## src/rtl/alu_pkg.sv

```systemverilog
// Shared definitions for the bit-serial ALU.
// Contents:
//   alu_op_e  - 3-bit operation encodings (OP_AND .. OP_PASSA)
//   init_flag - flag value that is injected at bit 0 of every word
//   maj       - three-input majority, used for the carry/borrow chain
package alu_pkg;

  typedef enum logic [2:0] {
    OP_AND   = 3'b000,
    OP_OR    = 3'b001,
    OP_XOR   = 3'b010,
    OP_ADD   = 3'b011,
    OP_SUB   = 3'b100,
    OP_NAND  = 3'b101,
    OP_EQ    = 3'b110,
    OP_PASSA = 3'b111
  } alu_op_e;

  // SUB starts with carry-in 1 (two's complement of B); EQ starts as "equal so far".
  // Every other op starts with a cleared carry or nonzero flag.
  function automatic logic init_flag(input alu_op_e op);
    return (op == OP_SUB) || (op == OP_EQ);
  endfunction

  function automatic logic maj(input logic x, input logic y, input logic z);
    return (x & y) | (x & z) | (y & z);
  endfunction

endpackage

```

## src/rtl/alu_bit_slice.sv

```systemverilog
// Combinational single-bit ALU slice.
// Ports:
//   a, b - operand bits for the current position
//   cin  - effective flag-in (INIT value at bit 0, stored flag otherwise)
//   op   - operation select
//   r    - result bit
//   nf   - next flag value (carry, borrow, nonzero or equality)
module alu_bit_slice
  import alu_pkg::*;
(
  input  logic    a,
  input  logic    b,
  input  logic    cin,
  input  alu_op_e op,
  output logic    r,
  output logic    nf
);

  always_comb begin
    r  = 1'b0;
    nf = 1'b0;
    unique case (op)
      OP_AND: begin
        r  = a & b;
        nf = cin | r;
      end
      OP_OR: begin
        r  = a | b;
        nf = cin | r;
      end
      OP_XOR: begin
        r  = a ^ b;
        nf = cin | r;
      end
      OP_ADD: begin
        r  = a ^ b ^ cin;
        nf = maj(a, b, cin);
      end
      // A + ~B + 1: final carry of 1 means no borrow.
      OP_SUB: begin
        r  = a ^ ~b ^ cin;
        nf = maj(a, ~b, cin);
      end
      OP_NAND: begin
        r  = ~(a & b);
        nf = cin | r;
      end
      // Flag stays 1 only while every bit pair has matched.
      OP_EQ: begin
        r  = ~(a ^ b);
        nf = cin & r;
      end
      OP_PASSA: begin
        r  = a;
        nf = cin | r;
      end
    endcase
  end

endmodule

```

## src/rtl/alu.sv

```systemverilog
// Bit-serial ALU: one bit of A and B per clock, LSB first, WIDTH bits per word.
// A single flag register carries carry/borrow/nonzero/equality between bits.
// Ports:
//   reclk  - system clock, rising edge
//   rst    - synchronous active-low reset
//   ain    - operand A bit
//   bin    - operand B bit
//   op     - operation select, held for a whole word
//   aluout - result bit for the current position
//   regout - registered flag; holds the word's final status after its last bit
// Optional build macro:
//   ALU_OUTREG_EN - when defined, aluout is registered (one clock of latency,
//                   resets to 0); otherwise aluout is combinational.
module alu
  import alu_pkg::*;
#(
  parameter int unsigned WIDTH = 8
) (
  input  logic       reclk,
  input  logic       rst,
  input  logic       ain,
  input  logic       bin,
  input  logic [2:0] op,
  output logic       aluout,
  output logic       regout
);

  localparam int unsigned CW = (WIDTH > 1) ? $clog2(WIDTH) : 1;
  localparam logic [CW-1:0] CntMax = CW'(WIDTH - 1);

  alu_op_e       op_sel;
  logic [CW-1:0] cnt_q, cnt_d;
  logic          flag_q;
  logic          cin;
  logic          r;
  logic          nf;

  assign op_sel = alu_op_e'(op);

  // Bit 0 ignores the previous word's flag so words can run back to back.
  assign cin = (cnt_q == '0) ? init_flag(op_sel) : flag_q;

  alu_bit_slice u_slice (
    .a   (ain),
    .b   (bin),
    .cin (cin),
    .op  (op_sel),
    .r   (r),
    .nf  (nf)
  );

  always_comb begin
    cnt_d = cnt_q + 1'b1;
    if (cnt_q == CntMax) begin
      cnt_d = '0;
    end
  end

  always_ff @(posedge reclk) begin
    if (!rst) begin
      cnt_q  <= '0;
      flag_q <= 1'b0;
    end else begin
      cnt_q  <= cnt_d;
      flag_q <= nf;
    end
  end

  assign regout = flag_q;

`ifdef ALU_OUTREG_EN
  logic aluout_q;

  always_ff @(posedge reclk) begin
    if (!rst) begin
      aluout_q <= 1'b0;
    end else begin
      aluout_q <= r;
    end
  end

  assign aluout = aluout_q;
`else
  assign aluout = r;
`endif

endmodule

```

## config.mk

```make
export PLATFORM = sky130hd
export DESIGN_NAME = alu
export DESIGN_NICKNAME = d
export VERILOG_FILES = /design/src/rtl/alu_pkg.sv /design/src/rtl/alu_bit_slice.sv /design/src/rtl/alu.sv
export SDC_FILE = /design/constraint.sdc
export NUM_CORES = 1
export LEC_CHECK = 0
export ABC_AREA = 1
export CORE_AREA = 2 2 39 41
export CTS_CLUSTER_DIAMETER = 60
export DETAILED_ROUTE_END_ITERATION = 7
export DIE_AREA = 0 0 41 43
export GPL_TIMING_DRIVEN = 0
export PLACE_DENSITY = 0.57
export SETUP_SLACK_MARGIN = 0.4
export SLEW_MARGIN = 20
export SYNTH_ARGS = -nofsm -noshare
export SYNTH_HDL_FRONTEND = slang
export SYNTH_SLANG_ARGS = --single-unit
```

## constraint.sdc

```tcl
create_clock -name reclk -period 2.55 [get_ports reclk]
set_input_delay 0.3825 -clock reclk [delete_from_list [all_inputs] [get_ports reclk]]
set_output_delay 0.3825 -clock reclk [all_outputs]
set_load 0.005 [all_outputs]
```

* After elaboration in Yosys (flattened, before gate mapping) *
Index checks and enable logic that the tools add are counted.

storage, ports and cells
  input bits = 7
  logic and storage cells = 42
  register bits = 4
  output and inout port bits = 2

operators by class
  bitwise operators = 24
  $add $sub $neg = 1
  reduce and logical (&&, ||, !) cells = 4
  mux-type cells = 3
  equality and inequality tests = 8

operators by type and width
  kind                 number
  $pmux 1 s8           2
  $eq 3x3->1 const B   5
  $or 1x1->1           10
  $and 1x1->1          6
  $eq 3x2->1 const B   2
  $logic_not 3->1      2
  $not 1->1            4
  $xor 1x1->1          4
  $add 3x1->3 const B  1
  $eq 3x1->1 const B   1
  $reduce_or 2->1      1
  $logic_or 1x1->1     1
  $mux 1               1

* Longest topological paths before layout *
Gate-level depths: netlist (run 1).

  depth in word-level cells = 7
  depth in mapped cells = 9
  mapped depth without buffers = 9

* Modules after synthesis *
From an unflattened synthesis (run 1), not the netlist that was laid out.

unflattened totals
  cells, all modules = 94
  area total of the unflattened synthesis = 540.5 sq um

by module, submodules not included
  module         seq. area each (sq um)  times used  cells each  area an instance (sq um)
  alu_bit_slice  0.0                     1           67          345.3
  alu            80.1                    1           27          195.2

* Worst setup path before layout (run 1) *
Ideal clock, no wire load.

  path kind = input -> output
  start = input ain
  end = output aluout
  buffers on the path = 0
  required time = 2.168 ns
  stages = 7
  data arrival time = 1.207 ns
  path slack = 0.960 ns
  cell sequence = inv_1 ha_1 inv_1 nand3_1 nand3_1 nand3_2 a21oi_2

on the way
  longest elaborated chain between the ends = 3
  elaborated cells between the ends (all ways) = 9
  those cells by class = mux (1); bitwise (8)

ends and longest elaborated chain
  element                                                  line                 source
  start: declaration                                       alu.sv:21            input logic ain,
  $xor 1x1->1, or another cell as far along (2 in series)  alu_bit_slice.sv:41  r = a ^ ~b ^ cin;
  $pmux 1 s8 *                                             alu_bit_slice.sv:22  unique case (op)
  end: declaration                                         alu.sv:24            output logic aluout,

Mark *: on every way between the ends. The rest lies on a longest branch, timed or not.

* Worst setup path after layout (run 1) *
  start = input bin
  end = output aluout

on the way
  longest elaborated chain between the ends = 4
  elaborated cells between the ends (all ways) = 10
  those cells by class = mux (1); bitwise (9)

ends and longest elaborated chain
  element                    line                 source
  start: declaration         alu.sv:22            input logic bin,
  $not 1->1                  alu_bit_slice.sv:41
  $xor 1x1->1 (2 in series)  alu_bit_slice.sv:41
  $pmux 1 s8 *               alu_bit_slice.sv:22

Marks and branches as above.

==> run_results.csv, run 1 <==
group,metric,value,unit
outcome,outcome,"completed",
floorplanning,initial_utilization,34.54,%
timing,rsz0062_at_grt,"no",
cells_and_area,n_antenna_cell,0,
synth,yosys.area.top_type,"dfxtp_1",
cells_and_area,design.final.nets,104,
detailed_routing,drc_violation_count_after_routing,0,
critical_path,worstPathMaxFanout,3,
floorplanning,fp.dieArea,0.001763,sq mm
global_routing,grt_pass1_vias,393,
power_and_ir_drop,max-vdd-ir-drop,0.1399,mV
critical_path,timing.rr.end,"regout",
detailed_routing,vias_per_cell,4.543,
worst_hold_path,hp-start,"cnt_q[0]",
place,place_area,568.0,sq um
worst_hold_path,hold-path-endpoint,"cnt_q[0]",
critical_path,cp_endpoint_kind,"output port",
critical_path,ff2ff_path_depth,9,
power_and_ir_drop,power_density,387.6,mW/mm^2
detailed_routing,first_iter_violations,18,
cts,numCtsBuffers,3,
critical_path,worst-endpoint-required,2.17,ns
cts,cts.root.buffer_cell,"clkbuf_4",
critical_path,r2r_setup_slack,1.36,ns
synth,synth-seq-area-share,16.75,%
detailed_routing,drt-wirelength-per-cell,8.571,um
timing,setup_slack,0.5153,ns
place,dp_wirelength,756.4,um
cts,tritoncts,"done",
timing,finalCriticalPeriod,2.035,ns
global_routing,groute.usage.overall,12.14,%
floorplanning,fp-row-count,14,
worst_hold_path,hold_class,"reg2reg",
floorplanning,pin_count,9,
timing,fmax,0.4915,GHz
synth,syn-cell-area,478.0,sq um
timing,final_hold_viol_count,0,
cells_and_area,area_added_between_synthesis_and_finish,26.96,%
worst_hold_path,holdPathStages,1,
cts,cts.sinks,4,
global_routing,grt_first_pass_wirelength,1.511,mm
cts,worst_skew_pair.late_latency,0.23,ns
timing,report.final.slew_viol_count,0,
detailed_routing,drt_pre_antenna_iters,4,
synth,synth_top_cells_by_area,"dfxtp_1, ha_1, nand2_1",
synth,synth.distinct_cells,16,
timing,setup_viol_count_final,0,
synth,yosys_warnings,0,
place,gp_routability_congestion,0.7972,
timing,post-route-period-util,79.79,%
cts,post-cts-setup-buffers,0,
critical_path,reg2reg_launch_point,"cnt_q[0]",
place,place_ws,-0.2059,ns
floorplanning,core_region_area,0.001384,sq mm
cts,ctsHtreeMaxLevel,1,
timing,worst-slew-pin-transition,0.2522,ns
cts,worst_setup_hold_path_clk_slew,0.04,ns
floorplanning,die_width,41,um
synth,total_of_flip_flops_plus_latches_after_synthesis,4,
cts,cts_hold_buf,0,
detailed_routing,detailroute.via_count,477,
global_routing,number_of_antenna_violations_at_the_first_check_in_global_routing,0,
critical_path,setup.worst_path.start_class,"input pin",
cts,clock_tree.buffer_depth,2,
detailed_routing,postRouteWirelength,900,um
synth,synth.avg_cell_area,6.050,sq um
synth,synth_nets,92,
cells_and_area,post_route_cells_drive_above_1_share,24.72,%
timing,clock_skew,0.001914,ns
cells_and_area,stdcell_area,606.8,sq um
timing,slew_headroom,83.19,%
global_routing,largest_net_degree_at_the_start_of_global_routing,9,
critical_path,critPathKind,"in2out",
place,portBuffers,7,
floorplanning,dieHeight,43,um
flow_run,maxCapViolCount,0,
global_routing,grt_remaining_overflow,0,
critical_path,worst_ep_arrival_time,1.65,ns
synth,post-synth-top-area-fraction,16.75,%
detailed_routing,ant_nets,0,
power_and_ir_drop,leakage,0.3334,nW
synth,netlist_instances,79,
cell usage in the layout (no fill, tap or decap), types with 4 or more instances in the layout:
cell and count:
nand4_1 4, nand3_1 5, dfxtp_1 4, ha_1 5
inv_1 13, nand2_2 5, dlygate4sd2_1 4, nand2_1 19
nor2_1 7, inv_2 4
cell families (layout without fill, tap and decap cells):
family                   count (synthesis)  in the layout  share of synthesized area (%)
AO/OA/AOI/OAI                            6              6                          7.852
AND/OR/NAND/NOR                         45             45                          44.77
adder cells (fa/ha/maj)                  6              6                          15.71
buffers and inverters                   18             28                          14.92
flip-flops                               4              4                          16.75
how the worst max path moves through the flow:
stage | slack, ns | from | end | cells past startpoint
2_1_floorplan | 0.96 | ain | aluout | 7
3_3_place_gp | -0.19 | ain | aluout | 9
3_5_place_dp | -0.21 | ain | aluout | 9
4_1_cts | 0.49 | bin | aluout | 10
5_1_grt | 0.41 | bin | aluout | 9
6_report | 0.52 | bin | aluout | 9
where the power goes:
group	internal (W)	total, W	switching [W]
Combinational	0.0000386	0.0000883	0.0000497
Clock	0.0000524	0.0000745	0.0000221
Sequential	0.0000687	0.0000724	0.00000367
stage by stage:
| stage | std cells | power, W | hold slack, ns | setup TNS (ns) | utilization (%) |
|---|---|---|---|---|---|
| floorplan | 79 | 0.0001317 | 0.4173 | 0 | - |
| global route | 105 | 0.0002567 | 0.5007 | 0 | 43.85 |
| finish | 105 | 0.0002352 | 0.4548 | 0 | 43.85 |
| CTS | 105 | 0.0002381 | 0.4558 | 0 | 43.31 |
| global placement | 102 | 0.0001610 | 0.4375 | -0.1871 | 41.05 |
| detailed placement | 102 | 0.0001621 | 0.4437 | -0.2059 | 41.05 |
area by class of cell:
| class | instances | area [sq um] |
|---|---|---|
| Timing Repair Buffer | 7 | 66.31 |
| Fill cell | 152 | 777.0 |
| Sequential cell | 4 | 80.08 |
| Tap cell | 16 | 20.02 |
| Multi-Input combinational cell | 57 | 346.6 |
| Buffer | 1 | 7.507 |
| Inverter | 17 | 63.81 |
| Clock buffer | 3 | 22.52 |
cell usage after synthesis (all sizes together):
| library cell | number |
|---|---|
| nand2 | 24 |
| o21ai | 4 |
| buf | 1 |
| a21oi | 2 |
| ha | 6 |
| nor2 | 9 |
| nand3 | 8 |
| inv | 17 |
| nand4 | 4 |
| dfxtp | 4 |
layer usage:
layer | global-route usage, % | vias to the layer above | wire length [um]
li1 | - | 268 | -
met1 | 16.99 | 201 | 438
met2 | 17.50 | 8 | 441
met3 | 3.141 | 0 | 19
met4 | 4.000 | 0 | 0
met5 | 0 | - | 0
flip-flops by register name, indices dropped and copies added, names as in the netlist:
name / flops
cnt_q: 3
regout: 1
worst max-delay path, stage by stage:
cell           delay, ns
dlygate4sd2_1       0.24
inv_2               0.07
ha_4                0.28
inv_1               0.06
nand4_1             0.11
nand2_1             0.07
nor2_2              0.12
a21oi_2             0.06
dlygate4sd2_1       0.25
repair_timing:
action	CTS	global route
gates resized for setup	10	2
setup endpoints to repair	1	1
gates cloned	0	0
Power figures use the tool's default switching activity.
==> inputs of run 2 (changes only) <==
==> constraint.sdc (replaced) <==
create_clock -name reclk -period 2.1 [get_ports reclk]
set_input_delay 0.315 -clock reclk [delete_from_list [all_inputs] [get_ports reclk]]
set_output_delay 0.315 -clock reclk [all_outputs]
set_load 0.005 [all_outputs]
==> run 2 against run 1 <==
Utilization is 5.3 points higher; worst setup slack worse by 0.065 ns; via count up 6.5%; global-route usage grew 0.70 points; largest power group unchanged.
==> run_results.csv, run 2 (synthesis results as in run 1) <==
group,metric,value,unit
cells_and_area,area_added_between_synthesis_and_finish,42.41,%
detailed_routing,drt-wirelength-per-cell,9.473,um
global_routing,largest_net_degree_at_the_start_of_global_routing,9,
cells_and_area,n_fill_cell,150,
worst_hold_path,hold_class,"reg2reg",
cells_and_area,max_ffs_per_register,3,
timing,post-route-period-util,78.56,%
timing,final_hold_viol_count,0,
power_and_ir_drop,max-vdd-ir-drop,0.1580,mV
critical_path,crit_chain,"inv_2 > ha_4 > inv_2 > nor2_1 > nand2_1 > nand2_1 > nand3_2 > nand3_2 > a21oi_2 > buf_2",
cts,worst_setup_hold_path_clk_slew,0.04,ns
floorplanning,fp.dieArea,0.001763,sq mm
place,gp_routability_congestion,0.7972,
flow_run,maxCapViolCount,0,
detailed_routing,first_iter_violations,7,
timing,worst-slew-pin-transition,0.1751,ns
detailed_routing,ant_nets,0,
critical_path,delay_contributed_by_the_slowest_stage_of_the_critical_path,0.34,ns
critical_path,worst_ep_arrival_time,1.33,ns
cells_and_area,n_antenna_cell,0,
power_and_ir_drop,power_density,466.6,mW/mm^2
detailed_routing,postRouteWirelength,1.042,mm
detailed_routing,met2_wirelength,542,um
detailed_routing,routedLengthMet1,478,um
global_routing,number_of_antenna_violations_at_the_first_check_in_global_routing,0,
cells_and_area,mostFrequentLayoutCell,"nand2_1",
critical_path,critPathKind,"reg2out",
place,dp_wirelength,756.4,um
timing,finalHoldWorstSlack,0.5111,ns
detailed_routing,drt_pre_antenna_iters,4,
floorplanning,initial_utilization,34.54,%
cells_and_area,final_cell_mix,"nand2_1, inv_1, inv_2",
cts,worst_skew_pair.late_latency,0.23,ns
cells_and_area,stdcell_area,680.7,sq um
timing,fmax,0.6062,GHz
global_routing,grt_remaining_overflow,0,
detailed_routing,top_layer_used,"met3",
cts,cts.root.buffer_cell,"clkbuf_4",
critical_path,cp_endpoint_kind,"output port",
cells_and_area,post_route_cells_drive_above_1_share,44.68,%
outcome,outcome,"completed",
cts,ctsHtreeMaxLevel,1,
power_and_ir_drop,leakage,0.3617,nW
cts,clock_tree.buffer_depth,2,
cts,numCtsBuffers,3,
global_routing,groute.usage.overall,12.84,%
timing,slew_headroom,88.33,%
place,portBuffers,7,
power_and_ir_drop,power,0.0003176,W
floorplanning,fp-row-count,14,
floorplanning,core_region_area,0.001384,sq mm
floorplanning,dieHeight,43,um
timing,setup_viol_count_final,0,
critical_path,worst-endpoint-required,1.78,ns
floorplanning,pin_count,9,
cts,cts.sinks,4,
critical_path,setup.worst_path.start_class,"register",
timing,rsz0062_at_grt,"yes",
global_routing,grt_pass1_vias,423,
detailed_routing,detailroute.wirelength.met3,20,um
cells_and_area,top_register,"cnt_q",
detailed_routing,detailroute.via_count,508,
timing,report.final.slew_viol_count,0,
place,place_area,568.0,sq um
cts,tritoncts,"done",
floorplanning,die_width,41,um
cells_and_area,design.final.nets,109,
detailed_routing,drc_violation_count_after_routing,0,
global_routing,grt_first_pass_wirelength,1.614,mm
critical_path,worstPathMaxFanout,2,
timing,clock_skew,0.001878,ns
timing,finalCriticalPeriod,1.650,ns
critical_path,worst_path_max_delay_cell,"dfxtp_2",
detailed_routing,vias_per_cell,4.618,
-- run 2: cell count changes in the layout (fill, tap and decap cells not counted), sizes merged --
cell           change
buf                +8
dlygate4sd2        -4
clkdlybuf4s15      +1
-- run 2: worst paths after layout --
kind / startpoint / to / slack, ns / cells after the start
worst min-delay path: cnt_q[0] / cnt_q[0] / 0.51 / 2
worst max register to register: cnt_q[1] / regout / 0.95 / 8
worst min register to register: cnt_q[0] / cnt_q[0] / 0.51 / 2
worst max-delay path: cnt_q[1] / aluout / 0.45 / 10
-- run 2: cell type report --
class	instances	area (sq um)	share of cell area, %
tap	16	20.02	2.941
sequential	4	82.58	12.13
buffer	1	7.507	1.103
inverter	17	63.81	9.375
timing repair buffer	12	97.59	14.34
clock buffer	3	22.52	3.309
multi-input combinational	57	386.6	56.80
-- run 2: through the flow --
stage	TNS [ns]	cells	setup slack [ns]	utilization [%]
after global placement	-0.5021	102	-0.5021	41.05
after global routing	0	110	0.3365	49.19
after floorplan	0	79	0.6455	-
after CTS	0	106	0.4043	45.39
final	0	110	0.4503	49.19
after detailed placement	-0.5209	102	-0.5209	41.05
-- run 2: per-layer routing --
| metal | global-route usage [%] | up-vias |
|---|---|---|
| li1 | - | 275 |
| met1 | 17.63 | 225 |
| met2 | 19.06 | 8 |
| met3 | 3.141 | 0 |
| met4 | 4.000 | 0 |
| met5 | 0 | - |
-- run 2: critical path: cells and delay by family (launching register included) --
kind	cells	cell delay, ns
simple gates	5	0.27
flops	1	0.34
fa+ha+maj	1	0.16
compound gates	1	0.12
buf+inv	3	0.20
-- run 2: report_power, final --
part	leakage [nW]	switching (W)	internal [W]
logic	0.314	0.0000715	0.0000614
registers	0.0336	0.00000576	0.0000842
clock network	0.0138	0.0000308	0.0000639
total	0.362	0.000108	0.000209
-- run 2: what timing repair did --
action	CTS	global route
pin swaps	4	8
gates resized for setup	28	10
setup endpoints to repair	1	1
hold buffers	0	0
setup buffers	1	4
